`config.mk`:
```
export PLATFORM = sky130hd
export DESIGN_NAME = ddr3_fifo_arbiter
export DESIGN_NICKNAME = d
export VERILOG_FILES = /design/src/rtl/ddr3_arb_pkg.sv /design/src/rtl/ddr3_rr_arb2.sv /design/src/rtl/ddr3_fifo_arbiter.sv
export SDC_FILE = /design/constraint.sdc
export NUM_CORES = 1
export LEC_CHECK = 0
export ABC_AREA = 0
export CAP_MARGIN = 20
export CORE_AREA = 5 5 363 365
export CTS_BUF_LIST = sky130_fd_sc_hd__clkbuf_8 sky130_fd_sc_hd__clkbuf_16
export DETAILED_ROUTE_END_ITERATION = 8
export DIE_AREA = 0 0 368 370
export GPL_TIMING_DRIVEN = 0
export HOLD_SLACK_MARGIN = 0.12
export RECOVER_POWER = 100
export SYNTH_ARGS = -nofsm -noshare
export SYNTH_HDL_FRONTEND = slang
export SYNTH_SLANG_ARGS = --single-unit
```
`constraint.sdc`:
```
create_clock -name clk_25MHz -period 2.1 [get_ports clk_25MHz]
set_clock_uncertainty 0.2 [all_clocks]
set_input_delay 0.63 -clock clk_25MHz [delete_from_list [all_inputs] [get_ports clk_25MHz]]
set_output_delay 0.63 -clock clk_25MHz [all_outputs]
set_load 0.01 [all_outputs]
```
`src/rtl/ddr3_arb_pkg.sv`:
```
// Shared definitions for the DDR3 FIFO arbiter: bridge command encodings,
// default bus widths and the transaction FSM state enum.
// Pure declarations; no logic, no latency, no flow control.

package ddr3_arb_pkg;

    localparam int DDR3_ADDR_WIDTH = 27;
    localparam int DDR3_BRST_WIDTH = 6;
    localparam int DDR3_DATA_WIDTH = 128;
    localparam int DDR3_MASK_WIDTH = 16;

    // Command type presented to the DDR3 FIFO bridge
    typedef enum logic [1:0] {
        FIFO_IDE = 2'd0,
        FIFO_CMD = 2'd1,
        FIFO_WT  = 2'd2,
        FIFO_RD  = 2'd3
    } fifo_cmd_t;

    typedef enum logic [2:0] {
        ST_ARB     = 3'd0,
        ST_IDE     = 3'd1,
        ST_WR_CMD  = 3'd2,
        ST_WR_DATA = 3'd3,
        ST_RD_CMD  = 3'd4,
        ST_RD_DATA = 3'd5
    } arb_state_t;

endpackage

```
`src/rtl/ddr3_rr_arb2.sv`:
```
// Two-way round-robin grant: the requester not granted last wins a tie.
// Latency: grant is combinational from req; pointer updates on advance.
// Backpressure: none; caller asserts advance only when it consumes a grant.
//
// Ports:
//   clk_25MHz, rstn : clock, async active-low reset
//   req[1:0]        : request vector (bit N = requester N)
//   advance         : grant taken this cycle, move priority pointer
//   gnt[1:0]        : one-hot grant (all zero when no request)

module ddr3_rr_arb2 (
    input  logic       clk_25MHz,
    input  logic       rstn,
    input  logic [1:0] req,
    input  logic       advance,
    output logic [1:0] gnt
);

    // 0 = requester 0 preferred on a tie, 1 = requester 1 preferred
    logic prio_q;

    always_comb begin
        gnt = 2'b00;
        case (req)
            2'b01:   gnt = 2'b01;
            2'b10:   gnt = 2'b10;
            2'b11:   gnt = prio_q ? 2'b10 : 2'b01;
            default: gnt = 2'b00;
        endcase
    end

    // After granting m0 the pointer favours m1 and vice versa, even when
    // the grant was uncontested.
    always_ff @(posedge clk_25MHz or negedge rstn) begin
        if (!rstn) begin
            prio_q <= 1'b0;
        end else if (advance && (gnt != 2'b00)) begin
            prio_q <= gnt[0];
        end
    end

endmodule

```
`src/rtl/ddr3_fifo_arbiter.sv`:
```
// Arbitrates two requesters onto one DDR3 FIFO bridge, one transaction at a time.
// Latency: grant combinational in ARB; beats pass through combinationally; done is registered (+1).
// Backpressure: write beats stall on wdata_valid/fifo_cmd_ready; read beats pace on fifo_rsp_ready.
//
// Ports:
//   clk_25MHz, rstn        : clock, async active-low reset
//   calib_done             : DDR3 ready; gates new grants only
//   mN_req_*               : transaction request (we/addr/len), ready = 1-cycle grant pulse
//   mN_wdata_*, mN_wmask   : write beats of granted requester
//   mN_rdata_valid/rdata   : read beats to granted requester (no backpressure)
//   mN_done                : one-cycle completion pulse
//   fifo_cmd_*             : command/write channel to bridge
//   fifo_rsp_*             : read channel from bridge
//   busy                   : transaction in flight (state != ARB)

module ddr3_fifo_arbiter
    import ddr3_arb_pkg::*;
#(
    parameter int ADDR_WIDTH = DDR3_ADDR_WIDTH,
    parameter int BRST_WIDTH = DDR3_BRST_WIDTH,
    parameter int DATA_WIDTH = DDR3_DATA_WIDTH,
    parameter int MASK_WIDTH = DDR3_MASK_WIDTH
) (
    input  logic                  clk_25MHz,
    input  logic                  rstn,
    input  logic                  calib_done,

    input  logic                  m0_req_valid,
    output logic                  m0_req_ready,
    input  logic                  m0_req_we,
    input  logic [ADDR_WIDTH-1:0] m0_req_addr,
    input  logic [BRST_WIDTH-1:0] m0_req_len,
    input  logic                  m0_wdata_valid,
    output logic                  m0_wdata_ready,
    input  logic [DATA_WIDTH-1:0] m0_wdata,
    input  logic [MASK_WIDTH-1:0] m0_wmask,
    output logic                  m0_rdata_valid,
    output logic [DATA_WIDTH-1:0] m0_rdata,
    output logic                  m0_done,

    input  logic                  m1_req_valid,
    output logic                  m1_req_ready,
    input  logic                  m1_req_we,
    input  logic [ADDR_WIDTH-1:0] m1_req_addr,
    input  logic [BRST_WIDTH-1:0] m1_req_len,
    input  logic                  m1_wdata_valid,
    output logic                  m1_wdata_ready,
    input  logic [DATA_WIDTH-1:0] m1_wdata,
    input  logic [MASK_WIDTH-1:0] m1_wmask,
    output logic                  m1_rdata_valid,
    output logic [DATA_WIDTH-1:0] m1_rdata,
    output logic                  m1_done,

    output logic                  fifo_cmd_valid,
    input  logic                  fifo_cmd_ready,
    output logic [1:0]            fifo_cmd_type,
    output logic [ADDR_WIDTH-1:0] fifo_cmd_addr,
    output logic [BRST_WIDTH-1:0] fifo_cmd_burst_cnt,
    output logic [DATA_WIDTH-1:0] fifo_cmd_wt_data,
    output logic [MASK_WIDTH-1:0] fifo_cmd_wt_mask,
    output logic                  fifo_rsp_valid,
    input  logic                  fifo_rsp_ready,
    input  logic [DATA_WIDTH-1:0] fifo_rsp_data,

    output logic                  busy
);

    typedef struct packed {
        logic                  we;
        logic [ADDR_WIDTH-1:0] addr;
        logic [BRST_WIDTH-1:0] len;
    } req_t;

    arb_state_t            state_q, state_d;
    req_t                  req_q, req_d;
    logic                  sel_q, sel_d;      // granted requester index
    logic [BRST_WIDTH:0]   beat_q, beat_d;    // one extra bit: len=max means 2**BRST_WIDTH beats
    logic [1:0]            done_q, done_d;

    logic [1:0]            req_vec;
    logic [1:0]            gnt;
    logic                  advance;
    logic [1:0]            req_rdy;
    logic                  wdata_rdy;
    logic                  rdata_vld;
    logic                  cmd_valid;
    fifo_cmd_t             cmd_type;
    logic                  rsp_valid;
    logic                  wr_vld;
    logic                  last_beat;
    logic [1:0]            sel_onehot;

    // Including rstn keeps the combinational grant pulse low while reset is
    // held, even if calib_done and a request are already high.
    assign req_vec = {m1_req_valid, m0_req_valid} & {2{calib_done & rstn}};

    ddr3_rr_arb2 u_rr_arb (
        .clk_25MHz (clk_25MHz),
        .rstn      (rstn),
        .req       (req_vec),
        .advance   (advance),
        .gnt       (gnt)
    );

    assign wr_vld     = sel_q ? m1_wdata_valid : m0_wdata_valid;
    assign last_beat  = (beat_q == {1'b0, req_q.len});
    assign sel_onehot = sel_q ? 2'b10 : 2'b01;

    always_comb begin
        state_d   = state_q;
        req_d     = req_q;
        sel_d     = sel_q;
        beat_d    = beat_q;
        done_d    = 2'b00;
        advance   = 1'b0;
        req_rdy   = 2'b00;
        wdata_rdy = 1'b0;
        rdata_vld = 1'b0;
        cmd_valid = 1'b0;
        cmd_type  = FIFO_IDE;
        rsp_valid = 1'b0;

        case (state_q)
            ST_ARB: begin
                if (gnt != 2'b00) begin
                    advance = 1'b1;
                    req_rdy = gnt;
                    sel_d   = gnt[1];
                    if (gnt[1]) begin
                        req_d.we   = m1_req_we;
                        req_d.addr = m1_req_addr;
                        req_d.len  = m1_req_len;
                    end else begin
                        req_d.we   = m0_req_we;
                        req_d.addr = m0_req_addr;
                        req_d.len  = m0_req_len;
                    end
                    beat_d  = '0;
                    state_d = ST_IDE;
                end
            end

            ST_IDE: begin
                cmd_valid = 1'b1;
                cmd_type  = FIFO_IDE;
                if (fifo_cmd_ready) begin
                    state_d = req_q.we ? ST_WR_CMD : ST_RD_CMD;
                end
            end

            // Beat 0 rides with the command; remaining beats go out as WT.
            ST_WR_CMD, ST_WR_DATA: begin
                cmd_valid = wr_vld;
                cmd_type  = (state_q == ST_WR_CMD) ? FIFO_CMD : FIFO_WT;
                if (wr_vld && fifo_cmd_ready) begin
                    wdata_rdy = 1'b1;
                    beat_d    = beat_q + 1'b1;
                    if (last_beat) begin
                        state_d = ST_ARB;
                        done_d  = sel_onehot;
                    end else begin
                        state_d = ST_WR_DATA;
                    end
                end
            end

            ST_RD_CMD: begin
                cmd_valid = 1'b1;
                cmd_type  = FIFO_RD;
                if (fifo_cmd_ready) begin
                    state_d = ST_RD_DATA;
                end
            end

            ST_RD_DATA: begin
                rsp_valid = 1'b1;
                if (fifo_rsp_ready) begin
                    rdata_vld = 1'b1;
                    beat_d    = beat_q + 1'b1;
                    if (last_beat) begin
                        state_d = ST_ARB;
                        done_d  = sel_onehot;
                    end
                end
            end

            default: state_d = ST_ARB;
        endcase
    end

    always_ff @(posedge clk_25MHz or negedge rstn) begin
        if (!rstn) begin
            state_q <= ST_ARB;
            req_q   <= '0;
            sel_q   <= 1'b0;
            beat_q  <= '0;
            done_q  <= 2'b00;
        end else begin
            state_q <= state_d;
            req_q   <= req_d;
            sel_q   <= sel_d;
            beat_q  <= beat_d;
            done_q  <= done_d;
        end
    end

    assign m0_req_ready       = req_rdy[0];
    assign m1_req_ready       = req_rdy[1];
    assign m0_wdata_ready     = wdata_rdy & ~sel_q;
    assign m1_wdata_ready     = wdata_rdy &  sel_q;
    assign m0_rdata_valid     = rdata_vld & ~sel_q;
    assign m1_rdata_valid     = rdata_vld &  sel_q;
    assign m0_rdata           = fifo_rsp_data;
    assign m1_rdata           = fifo_rsp_data;
    assign m0_done            = done_q[0];
    assign m1_done            = done_q[1];

    assign fifo_cmd_valid     = cmd_valid;
    assign fifo_cmd_type      = cmd_type;
    assign fifo_cmd_addr      = req_q.addr;
    assign fifo_cmd_burst_cnt = req_q.len;
    assign fifo_cmd_wt_data   = sel_q ? m1_wdata : m0_wdata;
    assign fifo_cmd_wt_mask   = sel_q ? m1_wmask : m0_wmask;
    assign fifo_rsp_valid     = rsp_valid;

    assign busy               = (state_q != ST_ARB);

endmodule
```
==> metrics, run 1 <==
status=finished, violations left; failing checks=setup timing; Clock Pin Slew Worst Setup and Hold Paths=0.07 ns; CP peak stage delay=0.40 ns; EDFF count, synth=0; Yosys warning total=0; gpl congestion=0.897; Worst-Margin Slew=0.761 ns; synthesis-to-finish area growth=202%; Max-Cap Viols=0; Cell Chain, Critical Path=buf_12, clkbuf_16, clkbuf_16, buf_12, mux2_4, buf_2; Post-Syn Instances=748; setup_tns=-86.94 ns; post-synthesis cell area=0.00637 mm^2; Clock Latency Late Sink=0.31 ns; vias in the first global route=9345; pin count of the biggest net entering global routing=19; Pwr Density=781 mW/mm^2; f_max=367 MHz; first-pass GRT wire length=98200 um; crit share post-route=130%; Leak=7.93 nW; GRT Util Overall=11.0%; post-synthesis sequential area ratio=18.8%; post-DP HPWL=72600 um; initial antenna violation count=102; register-to-register setup slack=-0.19 ns; combinational power share=82.6%; max-slew violations=0; Vias=9194; final worst setup slack=-0.623 ns; Tot Pwr=15.0 mW; drt initial violations=278; DRT Wirelength=82200 um; via density per instance=2.73; first drt pass iteration count=4; Syn Area/Cell=8.52 um^2; NumNets Final=2166; pre-CTS setup slack=-1.59 ns; Die Wd=368 um; HP Class=flip-flop to flip-flop; critical path endpoint category=primary output; Die ar.=0.136 mm^2; I/O Pins=939; Main synth FF type=dfrtp_1; Hold EP=fifo_cmd_addr[10]; clock tree buffer depth=2; commonest non-fill, non-tap cell in the layout=clkdlybuf4s50_1; synth top area cells=buf_4 (34%), mux2_2 (26%), dfrtp_1 (19%), nor3_1 (5.5%), nor2_1 (4.8%); startpoint types=flip-flop; grt ovf=0; Antenna Nets Post-Route=0; Starting Density=4.96%; Hold Path Stages=2; clock share of power=6.1%; Tmin final=2.72 ns; clk root buf=clkbuf_16; H-tree depth=2; share of post-route cells with drive strength above 1=49.6%; area of placed instances=0.0166 mm^2; post-synth cell types=46; reg2reg end=beat_q[6]; Worst R2R Path Depth=8; Core Area=0.128 mm^2; Pint=9.18 mW; die height=370 um; most frequent cells in the layout=clkdlybuf4s50_1 (567), buf_4 (266), buf_6 (126); worst vdd ir=0.543 mV; unrepaired setup endpoints after global routing=yes; Switching Fraction=39.0%; PortBufs=810; # setup viols final=199; Hold Path Origin=fifo_cmd_addr[10]; final hold vios=0; critical setup path kind=flip-flop to primary output; TritonCTS Buffers=5; Row Count=132; routed len/inst=24.4 um; post-route insts no fill=3366; post-route cell area=0.0193 mm^2; Slew headroom=49.3%; Sink Count=48; TritonCTS clock tree=yes; share of flip-flops with an asynchronous set or reset=100%; Synth area leader=buf_4; DRC=0; Critical Path RT=1.27 ns; Mapped Nets=1242; critical path fanouts, max=9; placed insts=3234; post-synth top area share=34.2%; critical path arrival=1.89 ns; Psw=5.86 mW; Slowest-stage cell, CP=dfrtp_1; Fillers=14500; Seq pwr share=11.3%; Crit Reg-Reg Startpoint=state_q[2]; Seq cells post-synth=48
-- worst max-delay path: cells and delay by family, from the launching register on --
family | cells | cell delay, ns
buffers and inverters | 5 | 0.81
flip-flops | 1 | 0.40
multiplexers | 1 | 0.33
-- stage by stage --
step	hold slack (ns)	util, %
after floorplan	0.134	-
after global placement	0.300	12.9
after detailed placement	0.332	13.0
after CTS	0.187	14.3
after global routing	0.384	15.0
final	0.362	15.0
-- what timing repair did --
action | CTS | global route
gates cloned | 11 | 6
gates resized for setup | 890 | 342
pin swaps | 14 | 41
hold endpoints to repair | 1 | 0
setup endpoints to repair | 272 | 203
setup buffers | 63 | 41
hold buffers | 1 | 0
-- logic make-up after synthesis --
group                    share of synthesized area, %
buffers and inverters                            37.0
AO/OA/AOI/OAI                                    2.49
flip-flops                                       18.8
XOR/XNOR                                         1.37
multiplexers                                     25.9
adder cells (fa/ha/maj)                         0.196
AND/OR/NAND/NOR                                  14.1
-- sequential cells by signal, summed over array words and instances, names as in the netlist --
register            cells
fifo_cmd_addr          27
beat_q                  7
fifo_cmd_burst_cnt      6
state_q                 3
done_q                  2
req_q                   1
sel_q                   1
u_rr_arb.prio_q         1
-- per-layer routing --
metal	share of wire (%)	routed length (um)	GRT usage, %
met3	11	9190	4.27
met4	3.3	2720	1.79
met1	35	28400	12.0
met2	51	41800	20.5
met5	0.11	89	0
-- Yosys cell counts, types with 3 or more instances --
cell / count
inv_1: 4
nand2b_1: 3
mux2_2: 146
buf_2: 11
dfrtp_1: 48
a21oi_1: 5
xor2_1: 3
clkbuf_1: 19
buf_6: 3
nand2_1: 12
o21ai_0: 4
nand3_1: 3
nor2b_1: 5
xnor2_1: 7
nor3_1: 70
buf_4: 290
nor2_1: 82
-- how the worst max path moves through the flow --
stage / start / to / slack [ns] / depth (start not counted)
CTS: sel_q / fifo_cmd_wt_data[71] / -0.66 / 7
finish: sel_q / fifo_cmd_wt_data[85] / -0.62 / 6
detailed placement: sel_q / fifo_cmd_wt_mask[3] / -1.59 / 5
global placement: rstn / m1_req_ready / -3.30 / 7
floorplan: state_q[2] / m1_req_ready / -0.07 / 6
global route: sel_q / fifo_cmd_wt_data[71] / -0.67 / 7
-- final cells by class --
| cell class | instances | area (um^2) | share of cell area (%) |
|---|---|---|---|
| Timing Repair Buffer | 922 | 9270 | 48.1 |
| Multi-Input combinational cell | 371 | 3750 | 19.5 |
| Buffer | 319 | 2710 | 14.1 |
| Tap cell | 1675 | 2100 | 10.9 |
| Sequential cell | 48 | 1200 | 6.26 |
| Clock buffer | 6 | 139 | 0.721 |
| Antenna cell | 18 | 45.0 | 0.234 |
| Inverter | 5 | 33.8 | 0.175 |
| Clock inverter | 2 | 13.8 | 0.0715 |
-- power groups by stage --
stage	Clock, mW	Combinational (mW)	Sequential [mW]
4_1_cts	0.946	11.2	1.69
2_1_floorplan	0	4.23	1.63
3_5_place_dp	0	9.23	1.74
5_1_grt	0.968	13.1	1.75
3_3_place_gp	0	9.21	1.73
6_report	0.912	12.4	1.70
Note: power is estimated with default switching activity, not from simulation.
==> run 2, diff against run 1 <==
--- a/config.mk
+++ b/config.mk
@@ -6,7 +6,6 @@
 export NUM_CORES = 1
 export LEC_CHECK = 0
 export ABC_AREA = 0
-export CAP_MARGIN = 20
 export CORE_AREA = 5 5 363 365
 export CTS_BUF_LIST = sky130_fd_sc_hd__clkbuf_8 sky130_fd_sc_hd__clkbuf_16
 export DETAILED_ROUTE_END_ITERATION = 8
==> results of run 2 <==
No change in the layout: final DEF, timing and power equal those of run 1.
